**src/rtl/anchor_sweep_ctrl.sv**
```systemverilog
// anchor_sweep_ctrl: walks one row-major raster of anchor points over a
// feature map. Geometry and strides are latched at start, so a single
// instance can serve every layer. Anchors are handed downstream through a
// valid/ready handshake, and each sweep is framed by start/busy/done.
module anchor_sweep_ctrl #(
  parameter int DIM_W = 16
) (
  input  logic             clk,
  input  logic             rst_n,
  input  logic             start,
  input  logic [DIM_W-1:0] cfg_height,
  input  logic [DIM_W-1:0] cfg_width,
  input  logic [DIM_W-1:0] cfg_stride_h,
  input  logic [DIM_W-1:0] cfg_stride_w,
  input  logic             pause,
  input  logic             abort,
  output logic             out_valid,
  input  logic             out_ready,
  output logic [DIM_W-1:0] out_row,
  output logic [DIM_W-1:0] out_col,
  output logic             out_last,
  output logic             busy,
  output logic             done,
  output logic             cfg_err
);

  typedef enum logic [1:0] {IDLE, RUN, DONE} state_t;

  state_t           state, state_nxt;
  logic [DIM_W-1:0] row, col;
  logic [DIM_W-1:0] h, w, sh, sw;
  logic             cfg_err_q;

  logic             cfg_bad, accept, col_fit, row_fit;
  logic [DIM_W:0]   col_sum, row_sum, w_max, h_max;

  // One extra bit on the sums keeps a near-max coordinate plus stride from
  // wrapping back into range. Height and width are never 0 in RUN, so the
  // limits cannot underflow while they are in use.
  assign col_sum = {1'b0, col} + {1'b0, sw};
  assign row_sum = {1'b0, row} + {1'b0, sh};
  assign w_max   = {1'b0, w} - {{DIM_W{1'b0}}, 1'b1};
  assign h_max   = {1'b0, h} - {{DIM_W{1'b0}}, 1'b1};
  assign col_fit = (col_sum <= w_max);
  assign row_fit = (row_sum <= h_max);

  assign cfg_bad = (cfg_height == '0) | (cfg_width == '0) |
                   (cfg_stride_h == '0) | (cfg_stride_w == '0);

  // pause has a combinational path to valid, so a stall takes effect in the
  // same cycle it is raised.
  assign out_valid = (state == RUN) & ~pause;
  assign accept    = out_valid & out_ready;
  assign out_row   = row;
  assign out_col   = col;
  assign out_last  = (state == RUN) & ~col_fit & ~row_fit;
  assign busy      = (state == RUN);
  assign done      = (state == DONE);
  assign cfg_err   = cfg_err_q;

  // State register.
  always_ff @(posedge clk or negedge rst_n) begin
    if (!rst_n) state <= IDLE;
    else        state <= state_nxt;
  end

  // Next-state logic; abort overrides everything else.
  always_comb begin
    state_nxt = state;
    case (state)
      IDLE:    if (start && !cfg_bad) state_nxt = RUN;
      RUN:     if (accept && !col_fit && !row_fit) state_nxt = DONE;
      DONE:    state_nxt = IDLE;
      default: state_nxt = IDLE;
    endcase
    if (abort) state_nxt = IDLE;
  end

  // Config latch, anchor position and the cfg_err pulse.
  always_ff @(posedge clk or negedge rst_n) begin
    if (!rst_n) begin
      row       <= '0;
      col       <= '0;
      h         <= '0;
      w         <= '0;
      sh        <= '0;
      sw        <= '0;
      cfg_err_q <= 1'b0;
    end else if (abort) begin
      row       <= '0;
      col       <= '0;
      cfg_err_q <= 1'b0;
    end else begin
      cfg_err_q <= 1'b0;
      case (state)
        IDLE: begin
          if (start) begin
            if (cfg_bad) begin
              cfg_err_q <= 1'b1;
            end else begin
              h   <= cfg_height;
              w   <= cfg_width;
              sh  <= cfg_stride_h;
              sw  <= cfg_stride_w;
              row <= '0;
              col <= '0;
            end
          end
        end
        RUN: begin
          if (accept) begin
            if (col_fit) begin
              col <= col_sum[DIM_W-1:0];
            end else begin
              col <= '0;
              // Clearing the row on the final accept leaves the coordinate
              // outputs at zero once the sweep has finished.
              row <= row_fit ? row_sum[DIM_W-1:0] : '0;
            end
          end
        end
        default: ;
      endcase
    end
  end

endmodule

```
**config.mk**
```make
export PLATFORM = sky130hd
export DESIGN_NAME = anchor_sweep_ctrl
export DESIGN_NICKNAME = d
export VERILOG_FILES = /design/src/rtl/anchor_sweep_ctrl.sv
export SDC_FILE = /design/constraint.sdc
export NUM_CORES = 1
export LEC_CHECK = 0
export BUFFER_PORTS_ARGS = -buffer_cell sky130_fd_sc_hd__buf_2
export CAP_MARGIN = 20
export CORE_UTILIZATION = 55
export CTS_CLUSTER_DIAMETER = 40
export DETAILED_ROUTE_END_ITERATION = 10
export MAX_ROUTING_LAYER = met4
export PLACE_DENSITY = 0.78
export SLEW_MARGIN = 20
export SYNTH_ARGS = -nofsm -noshare
export SYNTH_HDL_FRONTEND = slang
export SYNTH_SLANG_ARGS = --single-unit
```
**constraint.sdc**
```tcl
create_clock -name clk -period 8.05 [get_ports clk]
set_input_delay 1.2075 -clock clk [delete_from_list [all_inputs] [get_ports clk]]
set_output_delay 1.2075 -clock clk [all_outputs]
set_load 0.02 [all_outputs]
```
# Yosys cells after proc, flatten, opt, wreduce, memory -nomap -nowiden

Index checks and enable logic that the tools add are counted.

Register bits: 99
Input port bits: 70
Output and inout port bits: 37
Logic and storage cells: 69

Add/subtract/negate cells: 4
Magnitude comparators: 2
Equality and inequality tests: 8
Muxes and demuxes: 19
Bitwise gates (word level): 12
Reduce and logical (&&, ||, !) cells: 16

Operators with widths:

| cell                                                   | count |
|---|---|
| 2-to-1 mux 16 bit                                      | 9 |
| zero test 16 bit                                       | 4 |
| case mux 16 bit (2 select lines)                       | 2 |
| adder 16 x 16 -> 17 bit                                | 2 |
| less-or-equal comparator 17 bit                        | 2 |
| subtractor 16 x 1 -> 17 bit (second input constant)    | 2 |
| inequality test 3 bit (second input constant)          | 4 |
| AND reduction 4 bit                                    | 2 |
| 2-to-1 mux 2 bit                                       | 3 |
| inequality test 3 x 2 -> 1 bit (second input constant) | 2 |
| NOT 1 bit                                              | 5 |
| AND reduction 5 bit                                    | 1 |
| bitwise AND 1 bit                                      | 4 |
| 2-to-1 mux 1 bit                                       | 4 |
| case mux 2 bit (2 select lines)                        | 1 |
| logical AND 1 bit                                      | 3 |
| zero test 1 bit                                        | 3 |
| OR 1 bit                                               | 3 |
| nonzero test 3 bit                                     | 1 |
| == test 2 x 1 -> 1 bit (second input constant)         | 1 |
| == test 2 bit (second input constant)                  | 1 |
| zero test 2 bit                                        | 1 |
| AND reduction 2 bit                                    | 1 |

# Longest topological paths before layout

Word-level depth: 9
Depth in mapped cells: 18
Mapped depth without buffers: 17

# Least setup slack after synthesis

No wires, ideal clock.

Path kind: register to output
From: register col[0] (netlist: out_col[0])
To: output port out_last
Data arrival time: 3,418 ps
Required time: 6,843 ps
Setup slack: 3,425 ps
Cell stages (with the launch flop): 16
Path buffers: 0
Path through: dfrtp_1 ha_1 fa_1 a211oi_1 o21ai_0 nor3b_1 o22ai_1 nor2b_1 o21ai_0 a21oi_1 ha_1 nand4_1 a2111o_1 nand3_1 and2_1 and3_1

Cells in the longest elaborated chain, start to end: 5

Ends and longest elaborated chain:

| what                            | RTL line | text |
|---|---|---|
| start, declared                 | 30       | `logic [DIM_W-1:0] row, col;` |
| start signal, assigned          | 113      | `col <= col_sum[DIM_W-1:0];` |
| adder 16 x 16 -> 17 bit         | 40       | `assign col_sum = {1'b0, col} + {1'b0, sw};` |
| less-or-equal comparator 17 bit | 44       | `assign col_fit = (col_sum <= w_max);` |
| NOT 1 bit                       | 56       | `assign out_last = (state == RUN) & ~col_fit & ~row_fit;` |
| bitwise AND 1 bit (2 in series) | 56       |  |
| end, declared                   | 21       | `output logic out_last,` |

No other way between the ends.

# Worst setup path in the final report

Same ends and word-level chain as after synthesis.

==> impl_results.md <==
- Floorplan core area: 0.0115 sq mm
- Crit path arrival time: 4.24 ns
- Ys Warns: 0
- Drt first-iter violations: 247
- Standard-cell rows: 39
- Worst setup SP type: flop
- Hpwl dp: 12.5 mm
- Syn Nets: 769
- TritonCTS clock tree: done
- Gr usage total: 28.3%
- Routability congestion estimate: 0.949
- Fin worst setup slack: 2.60 ns
- Vias/cell: 6.20
- First-pass GRT wire length: 26.6 mm
- CP endpoint kind: output port
- Placed Instances: 868
- Clock Sinks: 99
- Drt wl/cell: 18.1 microns
- Inserted Diodes: 0
- ANT nets after route: 0
- DRC: 11
- Synth Register Bits: 99
- Sequential cell area: 0.00248 sq mm
- Reg clk slew, reported paths: 0.06 ns
- Post-CTS resize count: 0
- Largest net degree at the start of global routing: 61
- Pins Over Slew Limit: 0
- Hold buffers post-CTS: 0
- EDFF count, synth: 0
- Skew final: 0.00730 ns
- Worst-Margin Slew: 1.01 ns
- Total of max-cap violations: 0
- Setup violations, final: 0
- Syn avg cell area: 10.4 sq um
- Final #Nets: 876
- DR pass1 iterations: 10
- Final hold vios: 0
- Overflow after GRT: 0
- CP max stage delay: 0.44 ns
- Fmax: 184 MHz
- Sequential share of the synthesized area: 37.9%
- Fin cells: 884
- RSZ-0062 raised after global routing: false
- Lkg Pwr: 3.58 nW
- Dominant cells by area after synthesis: dfrtp_1 38%, ha_1 13%, mux2_2 10%
- Final Critical Period: 5.45 ns
- Crit-path slowest cell: fa_1
- Most frequent cells in the layout: 105 x buf_2, 99 x dfrtp_1, 68 x ha_1, 60 x mux2_2
- Setup_tns: 0 ns
- Die Width: 111 microns
- WP data required: 6.84 ns
- Die area: 0.0123 sq mm
- Max VDD drop: 151 uV
- Library cells used by synthesis: 58
- Status: finished with violations
- Pwr/cell area: 370 mW/mm^2
- H-tree depth: 3
- Yosys top cell area share: 37.9%
- CTS Buf Count: 9
- Vias in the first global route: 5408
- Post-Route WL: 16.0 mm
- Fill cells: 907
- Clock insertion delay at the later pin of the skew report: 0.35 ns
- Max Fanout on Critical Path: 4
- Synthesized area: 0.00653 sq mm
- Clock Tree Buf Depth: 2
- Failing checks: design-rule violations
- Most common cell after layout, fill and taps aside: buf_2
- Final period utilization: 67.7%
- Chip height: 111 microns
- Share of layout cells above drive strength 1: 25.4%
- Top cell type by total area after synthesis: dfrtp_1
- Boundary pin count: 107
- Area delta synth->final: 14.7%
- Initial antenna violation count: 0
- DR vias: 5478
- Dominant synthesized flop cell: dfrtp_1
- Crit-path cells: ha_1 > fa_1 > a211oi_1 > o21ai_0 > nor3b_1 > o22ai_1 > nand3_1 > o311ai_0 > ha_1 > nand4_1 > nor2_1 > a2bb2oi_1 > nand3_1 > and2_1 > and3_1 > buf_2
- Relative slew slack: 32.9%
- Area of the multi-input gates: 0.00393 sq mm
- Critical path type: flop to output port
- Initial Utilization: 56.7%
- Port Buffers: 106
- Syn Inst Count: 629
- Setup slack at placement: 3.09 ns
- Post-CTS Setup Bufs: 0
- Async set-reset flop share out of synthesis: 100%
- Hold Crit Class: flop to flop
- Root Driver: clkbuf_16
-- path summary, 6_finish.rpt --
check                            from           to  slack [ns]  cells after the start
max                        out_col[0]     out_last        2.60                     16
min                        out_row[8]   out_row[8]        0.51                      1
max reg2reg                out_col[0]  out_row[14]        3.08                     17
min reg2reg                out_row[8]   out_row[8]        0.51                      1
max in group asynchronous       rst_n        sh[6]        6.10                      2
min in group asynchronous       rst_n         w[5]        0.81                      1
-- Yosys cell counts (16+ instances only) --
master,number
dfrtp_1,99
ha_1,68
nand2_1,34
xor2_1,16
nor2_1,34
xnor2_1,33
a21oi_1,29
mux2_2,60
o21ai_0,32
a21o_1,22
a22o_1,20
nor4_1,23
-- per-stage QoR --
stage	util, %	area [sq um]	power [mW]	hold slack (ns)
floorplan	-	6530	1.90	0.485
global placement	62.6	7200	2.23	0.489
detailed placement	62.6	7200	2.31	0.496
CTS	65.1	7490	2.75	0.509
global route	65.1	7490	2.99	0.526
finish	65.1	7490	2.77	0.510
-- report_power, final --
part	leakage, nW	total [mW]	internal, mW	switching (mW)
Combinational	2.21	1.54	0.667	0.870
Sequential	1.23	0.803	0.655	0.148
Clock	0.141	0.432	0.250	0.182
-- metal layers --
metal / vias up / track usage (%) / routed length, microns / share of wire [%]
li1: 2594 / - / - / -
met1: 2635 / 39.0 / 7520 / 47
met2: 204 / 40.6 / 6990 / 44
met3: 45 / 4.37 / 936 / 5.9
met4: 0 / 14.2 / 546 / 3.4
met5: - / - / 0 / 0
-- flip-flops by register name, indices dropped and copies added, names as in the netlist --
name and flops:
out_row 16, out_col 16, sh 16, w 16, sw 16, state 2, cfg_err 1, h 16
-- worst max-delay path: cells and delay by family, from the launching register on --
family | cells | cell delay [ns]
AO/OA/AOI/OAI | 5 | 1.21
AND/OR/NAND/NOR | 7 | 1.08
adder cells (fa/ha/maj) | 3 | 1.03
flip-flops | 1 | 0.39
buffers and inverters | 1 | 0.16
-- final cells by class --
| type | count | area share (%) |
|---|---|---|
| clock buffers | 14 | 3.39 |
| clock inverters | 2 | 0.468 |
| inverters | 14 | 0.701 |
| multi-input cells | 502 | 52.5 |
| flip-flops and latches | 99 | 33.1 |
| well taps | 143 | 2.39 |
| repair buffers | 110 | 7.51 |
-- cell families (layout without fill, tap and decap cells) --
| family | after synthesis | count (layout) | synth area share [%] |
|---|---|---|---|
| simple gates | 179 | 179 | 14.4 |
| compound gates | 144 | 144 | 15.2 |
| flops | 99 | 99 | 37.9 |
| fa+ha+maj | 70 | 70 | 13.6 |
| mux | 60 | 60 | 10.3 |
| xor+xnor | 49 | 49 | 6.57 |
| buf+inv | 28 | 140 | 1.93 |
Power figures use the tool's default switching activity.
